===== src/rtl/usb_rx_packet.sv =====
// Receive-side packet decoder: PID/CRC validation, token and handshake decode, CRC-stripped payload stream.
// Optional feature macro: USB_RX_ERRCNT_EN adds a saturating err_count output.
module usb_rx_packet #(
    parameter int unsigned MAX_PAYLOAD = 64
) (
    input  logic        clk,
    input  logic        reset,
    input  logic        usb_reset,
    input  logic [7:0]  rx_data,
    input  logic        rx_active,
    input  logic        rx_valid,
    input  logic        rx_error,
    output logic [3:0]  pid,
    output logic        token_valid,
    output logic [6:0]  token_addr,
    output logic [3:0]  token_endp,
    output logic [10:0] frame_num,
    output logic        handshake_valid,
    output logic [7:0]  data_out,
    output logic        data_out_valid,
    output logic        data_done,
    output logic        data_ok,
    output logic [9:0]  data_len,
    output logic        pkt_error
`ifdef USB_RX_ERRCNT_EN
    ,
    output logic [7:0]  err_count
`endif
);

    localparam logic [10:0] OVER_AT = 11'(MAX_PAYLOAD + 2);
    localparam logic [9:0]  MAX_LEN = 10'(MAX_PAYLOAD);
    localparam logic [3:0]  PID_SOF = 4'h5;

    typedef enum logic [2:0] {
        S_WAIT_END,
        S_IDLE,
        S_TOKEN,
        S_DATA,
        S_HSK
    } state_e;

    function automatic logic [4:0] crc5_byte(input logic [4:0] c, input logic [7:0] d);
        logic [4:0] r;
        logic       fb;
        r = c;
        for (int unsigned i = 0; i < 8; i++) begin
            fb = r[4] ^ d[i];
            r  = {r[3:0], 1'b0} ^ (fb ? 5'h05 : 5'h00);
        end
        return r;
    endfunction

    function automatic logic [15:0] crc16_byte(input logic [15:0] c, input logic [7:0] d);
        logic [15:0] r;
        logic        fb;
        r = c;
        for (int unsigned i = 0; i < 8; i++) begin
            fb = r[15] ^ d[i];
            r  = {r[14:0], 1'b0} ^ (fb ? 16'h8005 : 16'h0000);
        end
        return r;
    endfunction

    state_e      state_q;
    logic        rst;
    logic        err_q;
    logic        is_data_q;
    logic [3:0]  pid_rx_q;
    logic [10:0] cnt_q;
    logic [9:0]  out_cnt_q;
    logic [4:0]  crc5_q;
    logic [15:0] crc16_q;
    logic [7:0]  dly0_q;
    logic [7:0]  dly1_q;

    logic [3:0]  pid_q;
    logic        token_valid_q;
    logic [6:0]  token_addr_q;
    logic [3:0]  token_endp_q;
    logic [10:0] frame_num_q;
    logic        handshake_valid_q;
    logic [7:0]  data_out_q;
    logic        data_out_valid_q;
    logic        data_done_q;
    logic        data_ok_q;
    logic [9:0]  data_len_q;
    logic        pkt_error_q;

    // Byte-stage values: the current byte (if any) folded in, so EOP in the same cycle sees it.
    logic [4:0]  crc5_d;
    logic [15:0] crc16_d;
    logic [7:0]  d0_d;
    logic [7:0]  d1_d;
    logic [10:0] cnt_d;
    logic [9:0]  out_cnt_d;
    logic        emit_d;
    logic        bad_d;
    logic        data_good_d;
    logic        pid_good;

    assign rst = reset | usb_reset;

    always_comb begin
        crc5_d  = crc5_q;
        crc16_d = crc16_q;
        d0_d    = dly0_q;
        d1_d    = dly1_q;
        if (rx_valid) begin
            crc5_d  = crc5_byte(crc5_q, rx_data);
            crc16_d = crc16_byte(crc16_q, rx_data);
            d0_d    = rx_data;
            d1_d    = dly0_q;
        end
        cnt_d       = cnt_q + {10'd0, rx_valid};
        emit_d      = (state_q == S_DATA) && rx_valid && (cnt_q >= 11'd2) && (out_cnt_q < MAX_LEN);
        out_cnt_d   = out_cnt_q + {9'd0, emit_d};
        bad_d       = rx_error ||
                      (rx_valid && (((state_q == S_TOKEN) && (cnt_q >= 11'd2)) ||
                                    (state_q == S_HSK) ||
                                    ((state_q == S_DATA) && (cnt_q >= OVER_AT))));
        data_good_d = (cnt_d >= 11'd2) && (crc16_d == 16'h800D);
        pid_good    = (rx_data[7:4] == ~rx_data[3:0]);
    end

    always_ff @(posedge clk) begin
        if (rst) begin
            state_q           <= S_WAIT_END;
            err_q             <= 1'b0;
            is_data_q         <= 1'b0;
            pid_rx_q          <= '0;
            cnt_q             <= '0;
            out_cnt_q         <= '0;
            crc5_q            <= '1;
            crc16_q           <= '1;
            dly0_q            <= '0;
            dly1_q            <= '0;
            pid_q             <= '0;
            token_valid_q     <= 1'b0;
            token_addr_q      <= '0;
            token_endp_q      <= '0;
            frame_num_q       <= '0;
            handshake_valid_q <= 1'b0;
            data_out_q        <= '0;
            data_out_valid_q  <= 1'b0;
            data_done_q       <= 1'b0;
            data_ok_q         <= 1'b0;
            data_len_q        <= '0;
            pkt_error_q       <= 1'b0;
        end else begin
            token_valid_q     <= 1'b0;
            handshake_valid_q <= 1'b0;
            data_out_valid_q  <= 1'b0;
            data_done_q       <= 1'b0;
            pkt_error_q       <= 1'b0;

            unique case (state_q)
                S_WAIT_END: begin
                    if (!rx_active) begin
                        state_q <= S_IDLE;
                        err_q   <= 1'b0;
                        if (err_q) begin
                            pkt_error_q <= 1'b1;
                            if (is_data_q) begin
                                data_done_q <= 1'b1;
                                data_ok_q   <= 1'b0;
                                data_len_q  <= out_cnt_q;
                            end
                        end
                    end
                end

                S_IDLE: begin
                    if (rx_valid) begin
                        pid_rx_q  <= rx_data[3:0];
                        is_data_q <= pid_good && (rx_data[1:0] == 2'b11);
                        err_q     <= 1'b0;
                        cnt_q     <= '0;
                        out_cnt_q <= '0;
                        crc5_q    <= '1;
                        crc16_q   <= '1;
                        if (!pid_good) begin
                            if (rx_active) begin
                                state_q <= S_WAIT_END;
                                err_q   <= 1'b1;
                            end else begin
                                pkt_error_q <= 1'b1;
                            end
                        end else if (!rx_active) begin
                            // Single-byte packet: only a handshake is complete on its own.
                            unique case (rx_data[1:0])
                                2'b10: begin
                                    handshake_valid_q <= 1'b1;
                                    pid_q             <= rx_data[3:0];
                                end
                                2'b01: pkt_error_q <= 1'b1;
                                2'b11: begin
                                    pkt_error_q <= 1'b1;
                                    data_done_q <= 1'b1;
                                    data_ok_q   <= 1'b0;
                                    data_len_q  <= '0;
                                end
                                default: ;
                            endcase
                        end else begin
                            unique case (rx_data[1:0])
                                2'b01:   state_q <= S_TOKEN;
                                2'b11:   state_q <= S_DATA;
                                2'b10:   state_q <= S_HSK;
                                default: state_q <= S_WAIT_END;
                            endcase
                        end
                    end
                end

                default: begin
                    if (bad_d) begin
                        if (rx_active) begin
                            state_q <= S_WAIT_END;
                            err_q   <= 1'b1;
                        end else begin
                            state_q     <= S_IDLE;
                            pkt_error_q <= 1'b1;
                            if (is_data_q) begin
                                data_done_q <= 1'b1;
                                data_ok_q   <= 1'b0;
                                data_len_q  <= out_cnt_q;
                            end
                        end
                    end else begin
                        cnt_q     <= cnt_d;
                        crc5_q    <= crc5_d;
                        crc16_q   <= crc16_d;
                        dly0_q    <= d0_d;
                        dly1_q    <= d1_d;
                        out_cnt_q <= out_cnt_d;
                        if (emit_d) begin
                            data_out_q       <= dly1_q;
                            data_out_valid_q <= 1'b1;
                        end
                        if (!rx_active) begin
                            state_q <= S_IDLE;
                            if (state_q == S_TOKEN) begin
                                if ((cnt_d == 11'd2) && (crc5_d == 5'b01100)) begin
                                    token_valid_q <= 1'b1;
                                    pid_q         <= pid_rx_q;
                                    if (pid_rx_q == PID_SOF) begin
                                        frame_num_q <= {d0_d[2:0], d1_d};
                                    end else begin
                                        token_addr_q <= d1_d[6:0];
                                        token_endp_q <= {d0_d[2:0], d1_d[7]};
                                    end
                                end else begin
                                    pkt_error_q <= 1'b1;
                                end
                            end else if (state_q == S_DATA) begin
                                data_done_q <= 1'b1;
                                data_ok_q   <= data_good_d;
                                data_len_q  <= out_cnt_d;
                                pkt_error_q <= !data_good_d;
                                if (data_good_d) begin
                                    pid_q <= pid_rx_q;
                                end
                            end else begin
                                handshake_valid_q <= 1'b1;
                                pid_q             <= pid_rx_q;
                            end
                        end
                    end
                end
            endcase
        end
    end

    assign pid             = pid_q;
    assign token_valid     = token_valid_q;
    assign token_addr      = token_addr_q;
    assign token_endp      = token_endp_q;
    assign frame_num       = frame_num_q;
    assign handshake_valid = handshake_valid_q;
    assign data_out        = data_out_q;
    assign data_out_valid  = data_out_valid_q;
    assign data_done       = data_done_q;
    assign data_ok         = data_ok_q;
    assign data_len        = data_len_q;
    assign pkt_error       = pkt_error_q;

`ifdef USB_RX_ERRCNT_EN
    // Survives usb_reset so bus resets do not hide the error history.
    logic [7:0] err_count_q;

    always_ff @(posedge clk) begin
        if (reset) begin
            err_count_q <= '0;
        end else if (pkt_error_q && (err_count_q != 8'hFF)) begin
            err_count_q <= err_count_q + 8'd1;
        end
    end

    assign err_count = err_count_q;
`endif

endmodule

===== config.mk =====
export PLATFORM = sky130hd
export DESIGN_NAME = usb_rx_packet
export DESIGN_NICKNAME = d
export VERILOG_FILES = /design/src/rtl/usb_rx_packet.sv
export SDC_FILE = /design/constraint.sdc
export NUM_CORES = 1
export LEC_CHECK = 0
export ABC_CLOCK_PERIOD_IN_PS = 7330
export CAP_MARGIN = 30
export CORE_UTILIZATION = 45
export CTS_CLUSTER_SIZE = 30
export DETAILED_ROUTE_END_ITERATION = 8
export GPL_ROUTABILITY_DRIVEN = 1
export PLACE_DENSITY = 0.68
export SLEW_MARGIN = 20
export SYNTH_ARGS = -nofsm -noshare
export SYNTH_HDL_FRONTEND = slang
export SYNTH_SLANG_ARGS = --single-unit
export TNS_END_PERCENT = 20

===== constraint.sdc =====
create_clock -name clk -period 7.33 [get_ports clk]
set_clock_uncertainty 0.05 [all_clocks]
set_input_delay 1.466 -clock clk [delete_from_list [all_inputs] [get_ports clk]]
set_output_delay 1.466 -clock clk [all_outputs]
set_load 0.05 [all_outputs]

-- Word-level counts from Yosys, hierarchy flattened
Index checks and enable logic that the tools add are counted.
- flip-flop bits (word level): 117
- input port bits: 14
- add/subtract/negate cells: 2
- magnitude comparators: 4
- equal/unequal tests: 23
- mux-type cells: 122
- bitwise operators: 40
- reduce and logical (&&, ||, !) cells: 32
- operator list (operator ; number):
    2-to-1 mux 16 bit ; 11
    2-to-1 mux 10 bit ; 14
    XOR 16 bit ; 8
    2-to-1 mux 1 bit ; 53
    2-to-1 mux 3 bit ; 15
    2-to-1 mux 4 bit ; 10
    case mux 10 bit (2 select lines) ; 2
    XOR 5 x 3 -> 5 bit ; 8
    case mux 16 bit (2 select lines) ; 1
    greater-or-equal comparator 11 x 2 -> 1 bit, second input constant ; 2
    2-to-1 mux 11 bit ; 2
    case mux 11 bit (2 select lines) ; 1
    equality test 16 bit, second input constant ; 1
    XOR 1 bit ; 16
    2-to-1 mux 5 bit ; 3
    inequality test 2 bit, second input constant ; 6
    AND reduction 6 bit ; 2
    adder 11 x 1 -> 11 bit ; 1
    equality test 11 x 2 -> 1 bit, second input constant ; 1
    greater-or-equal comparator 11 x 7 -> 1 bit, second input constant ; 1
    adder 10 x 1 -> 10 bit ; 1
    < comparator 10 x 7 -> 1 bit, second input constant ; 1
    case mux 1 bit (2 select lines) ; 5
    case mux 5 bit (2 select lines) ; 1
    33 further kinds ; 57

-- Logic depth before layout (Yosys ltp)
- word-level depth: 33
- gate-level depth with buffers: 14

-- Worst setup path before layout
Ideal clock, no wire load.
- path type: input to register
- start: in rx_valid
- end: reg token_addr_q[6] (netlist: token_addr[6])
- setup time: 0.128 ns
- data arrival time: 4.303 ns
- required time: 7.152 ns
- slack: 2.850 ns
- cell stages on the path: 12
- path buffers: 2
- cell sequence: ha_1 -> ha_1 -> and3_1 -> clkbuf_1 -> mux2i_1 -> mux2i_1 -> a2111oi_1 -> or4b_4 -> or4b_4 -> buf_6 -> mux2i_1 -> nor2_1
- longest elaborated chain between the ends: 4
- elaborated cells on any way between the ends: 10
- classes of those cells: add/sub: 1; eq/ne: 2; mux: 2; bitwise: 1; reduce/logical: 4
- ends and longest elaborated chain (what ; line ; source):
    start, declared ; 11 ; input logic rx_valid,
    adder 11 x 1 -> 11 bit (tied with other cells) ; 115 ; cnt_d = cnt_q + {10'd0, rx_valid};
    equality test 11 x 2 -> 1 bit (tied with other cells) ; 244 ; if ((cnt_d == 11'd2) && (crc5_d == 5'b01100)) begin
    logical AND 1 bit or NOT 1 bit (tied branches) ; - ;
    AND reduction 6 bit (no line) ; - ;
    end signal, assigned ; 250 ; token_addr_q <= d1_d[6:0];
    end, declared ; 79 ; logic [6:0] token_addr_q;
Several ways; a longest one is shown, not always the timed one.
A chain may end at the register's enable or synchronous reset.

-- Final worst setup path
- start: in rx_data[1]
- end: reg pid_q[3] (netlist: pid[3])
- longest elaborated chain between the ends: 26
- elaborated cells on any way between the ends: 50
- classes of those cells: eq/ne: 8; mux: 13; bitwise: 26; reduce/logical: 3
- ends and longest elaborated chain (what ; line ; source):
    start, declared ; 9 ; input logic [7:0] rx_data,
    XOR 1 bit ; 59 ; fb = r[15] ^ d[i];
    2-to-1 mux 16 bit ; 60 ; r = {r[14:0], 1'b0} ^ (fb ? 16'h8005 : 16'h0000);
    XOR 16 bit ; 60 ;
    XOR 1 bit ; 59 ;
    2-to-1 mux 16 bit ; 60 ;
    XOR 16 bit ; 60 ;
    XOR 1 bit ; 59 ;
    2-to-1 mux 16 bit ; 60 ;
    (+10 left out) ; - ;
    XOR 1 bit ; 59 ;
    2-to-1 mux 16 bit ; 60 ;
    XOR 16 bit ; 60 ;
    2-to-1 mux 16 bit ; 109 ; if (rx_valid) begin
    equality test 16 bit ; 122 ; data_good_d = (cnt_d >= 11'd2) && (crc16_d == 16'h800D);
    logical AND 1 bit ; 122 ;
    inequality test 4 x 3 -> 1 bit (no line) ; - ;
    AND reduction 8 bit (no line) (*) ; - ;
    end signal, assigned ; 194 ; pid_q <= rx_data[3:0];
    end signal, assigned ; 246 ; pid_q <= pid_rx_q;
    end signal, assigned ; 262 ; pid_q <= pid_rx_q;
    end, declared ; 77 ; logic [3:0] pid_q;
Every way passes the cells marked *; elsewhere a longest branch is shown, timed or not.

==> metrics.cfg <==
[global_routing]
use_met1 = 0.3183
antenna_found_initial = 0
grt_pass1_vias = 5132
grt_usage = 0.2474
grt-ovfl-total = 0
grt_pass1_wl_mm = 25.81
grt.met2_usage = 0.3972
grtUsageMet3 = 0.06591
grt_max_degree = 82
busiest_layer = met2

[finish]
layout.nets = 761
nFillCells = 1161
antenna_cells = 0
area_delta_synth_final_pct = 22.84
multi_input_area_sq_um = 3343
seq_area_sq_um = 2342
layout-drive-gt1-share = 0.08886

[critical_path]
reg2reg_from = cnt_q[0]
end_kind = register
max_stage_delay_ns = 0.73
crit_chain = clkdlybuf4s50_1 -> xnor2_1 -> xnor3_1 -> xor3_1 -> and2_0 -> a2111oi_0 -> and4_1 -> o21bai_1 -> a221oi_1
crit_type = in2reg
critical-path-slowest-cell = clkdlybuf4s50_1
required_ns = 7.59
arrival_ns = 5.05
startpoint = rx_data[1]
critPathLaunchType = primary input
cp_max_fo = 12

[route]
antenna_left = 0
vias_per_cell = 5.824
routedWlPerCell_um = 17.14
vias = 5393
drc = 0
wirelength_mm = 15.87
dr.pass1.iters = 7
drtIter0Drc = 509

[outcome]
status = finished, final reports clean

[synth]
syn_inst = 701
synth-compound-area-share = 0.1634
yosys.area.top_type_share = 0.3963
yosysSeqAreaShare = 0.3963
synthXorXnorAreaFrac = 0.08531
synth_nets = 719
synth_largest_area_cell = dfxtp_1
synth_edf_count = 0
synth-warning-count = 0
synthAdderAreaFrac = 0.008467
synth-seq-cells = 117
synth_ff_type = dfxtp_1
synth_cell_types = 56
synth_area_leaders = dfxtp_1 (40%), mux2i_1 (6.4%), a21oi_1 (5.2%)
synth-simple-area-share = 0.2113
synthMuxAreaShare = 0.09483
async_flop_share = 0
avgSynthCellArea_sq_um = 8.432
synth_area_sq_um = 5911
synth_top_family_by_area = simple AND/OR/NAND/NOR gates

[floorplanning]
row_count = 41
die-area_sq_um = 13600
core-area_sq_um = 12720
io_pins = 64
start_util = 0.4646
dieHeight_um = 116.6
dieWidth_um = 116.6

[timing]
period_needed_ns = 4.793
max_clock_freq_mhz = 208.6
fin_ws_ns = 2.537
maxSlewHeadroom = 0.3804
finalHoldViolations = 0
finalCritPeriodShare = 0.6539
setup_viol = 0
tightestPinTransition_ns = 0.9208
worst_hold_slack_ns = 0.3971
rsz0062_at_grt = no
tns_ns = 0
finalMaxSlewViolations = 0

[clock_tree]
cts_made_buffers = 17
clk_latency_ns = 0.41
cts_root_buf = clkbuf_16
cts.sinks = 117
tritoncts = built
holdBufCountCts = 0
clkTransAtPathRegs_ns = 0.05
post_cts_resized = 0
ctsLongestPathBuffers = 2
cts_setup_buffers = 0
cts.htree.levels = 4

[power]
p_leak_uw = 0.002617
ir_drop_mv = 0.2808
powerDensity_nw_per_um2 = 223.2

[placement]
io_buffers = 63
place_ws_ns = 2.166
hpwl_mm = 10.27
place_congestion = 0.8463

[hold_path]
min_from = data_ok
hold_class = reg2reg

[job]
maxCapViolCount = 0

[power by group]
group          total (uW)  internal, uW  switching (uW)
clock network         874           590             284
logic                 107          43.5            63.2
registers             640           638            2.10
[kinds of logic after synthesis]
logic type | Yosys count
mux | 54
flops | 117
compound gates | 164
simple gates | 259
buf+inv | 59
xor+xnor | 44
fa+ha+maj | 4
[flip-flops by register name, summed over array words and instances, names as in the netlist, 5 cells and up]
signal,count
crc16_q,16
cnt_q,11
frame_num,11
data_len,10
out_cnt_q,10
data_out,8
dly0_q,8
dly1_q,8
token_addr,7
crc5_q,5
[cell type report]
type                       count  share of cell area
multi-input combinational    525              0.4605
sequential                   117              0.3226
timing repair buffer          73             0.09702
clock buffer                  21             0.06479
tap                          172             0.02964
clock inverter                 9             0.02085
inverter                       9            0.004653
[routing by layer]
metal	part of all wire	wire length (um)
met4	0.019	295
met5	0	0
met3	0.054	861
met1	0.45	7202
met2	0.47	7510
[critical path: cells and delay by family]
kind                      cells  cell delay (ns)
AOI/OAI and AO/OA             3             1.12
xor gates and xnor gates      3             1.22
and+or+nand+nor               2             0.49
buffers and inverters         1             0.73
[cell usage after synthesis (3+ instances only)]
master	count
a2111oi_0	3
a211oi_1	5
a21o_1	6
a21oi_1	62
a221oi_1	4
a31oi_1	10
and2_1	7
and3_1	10
buf_1	3
clkbuf_1	42
dfxtp_1	117
ha_1	4
inv_1	9
mux2_2	16
mux2i_1	38
nand2_1	71
nand3_1	30
nand3b_1	9
nand4_1	4
nor2_1	74
nor2b_1	4
nor3_1	16
nor4_1	8
o21ai_0	42
o22ai_1	13
o31ai_1	4
or2_2	5
or3_1	7
or4_1	4
xnor2_1	26
xnor3_1	7
xor2_1	9
[stage by stage]
stage | util | power (uW) | instances | area [sq um]
after detailed placement | 0.5198 | 757.6 | 893 | 6613
after global routing | 0.5707 | 1673 | 926 | 7261
after global placement | 0.5192 | 755.2 | 892 | 6605
after CTS | 0.5686 | 1631 | 923 | 7234
after floorplan | - | 729.7 | 701 | 5911
final | 0.5707 | 1621 | 926 | 7261
[cells in the final DEF, fill, tap and decap left out, types with 4 or more instances in the layout]
cell	Yosys	layout
dfxtp_1	117	117
nor2_1	74	73
nand2_1	71	71
a21oi_1	62	62
clkdlybuf4s50_1	0	62
o21ai_0	42	42
mux2i_1	38	38
nand3_1	30	30
xnor2_1	26	26
clkbuf_16	0	17
mux2_2	16	16
nor3_1	16	15
o22ai_1	13	13
a31oi_1	10	10
and3_1	10	10
inv_1	9	9
xor2_1	9	9
nand3b_1	9	9
buf_4	2	9
nor4_1	8	7
xnor3_1	7	7
or3_1	7	7
and2_1	7	7
a21o_1	6	6
a211oi_1	5	5
or2_2	5	5
or4_1	4	4
nor2b_1	4	4
nand4_1	4	4
o31ai_1	4	4
a221oi_1	4	4
ha_1	4	4
bufinv_16	0	4
[worst paths after layout]
| check | depth (start not counted) | end | slack, ns |
|---|---|---|---|
| setup / recovery | 9 | pid[3] | 2.54 |
| hold / removal | 2 | data_ok | 0.40 |
| setup reg to reg | 10 | token_endp[3] | 3.49 |
| hold reg to reg | 2 | data_ok | 0.40 |
(Power assumes the default switching activity.)
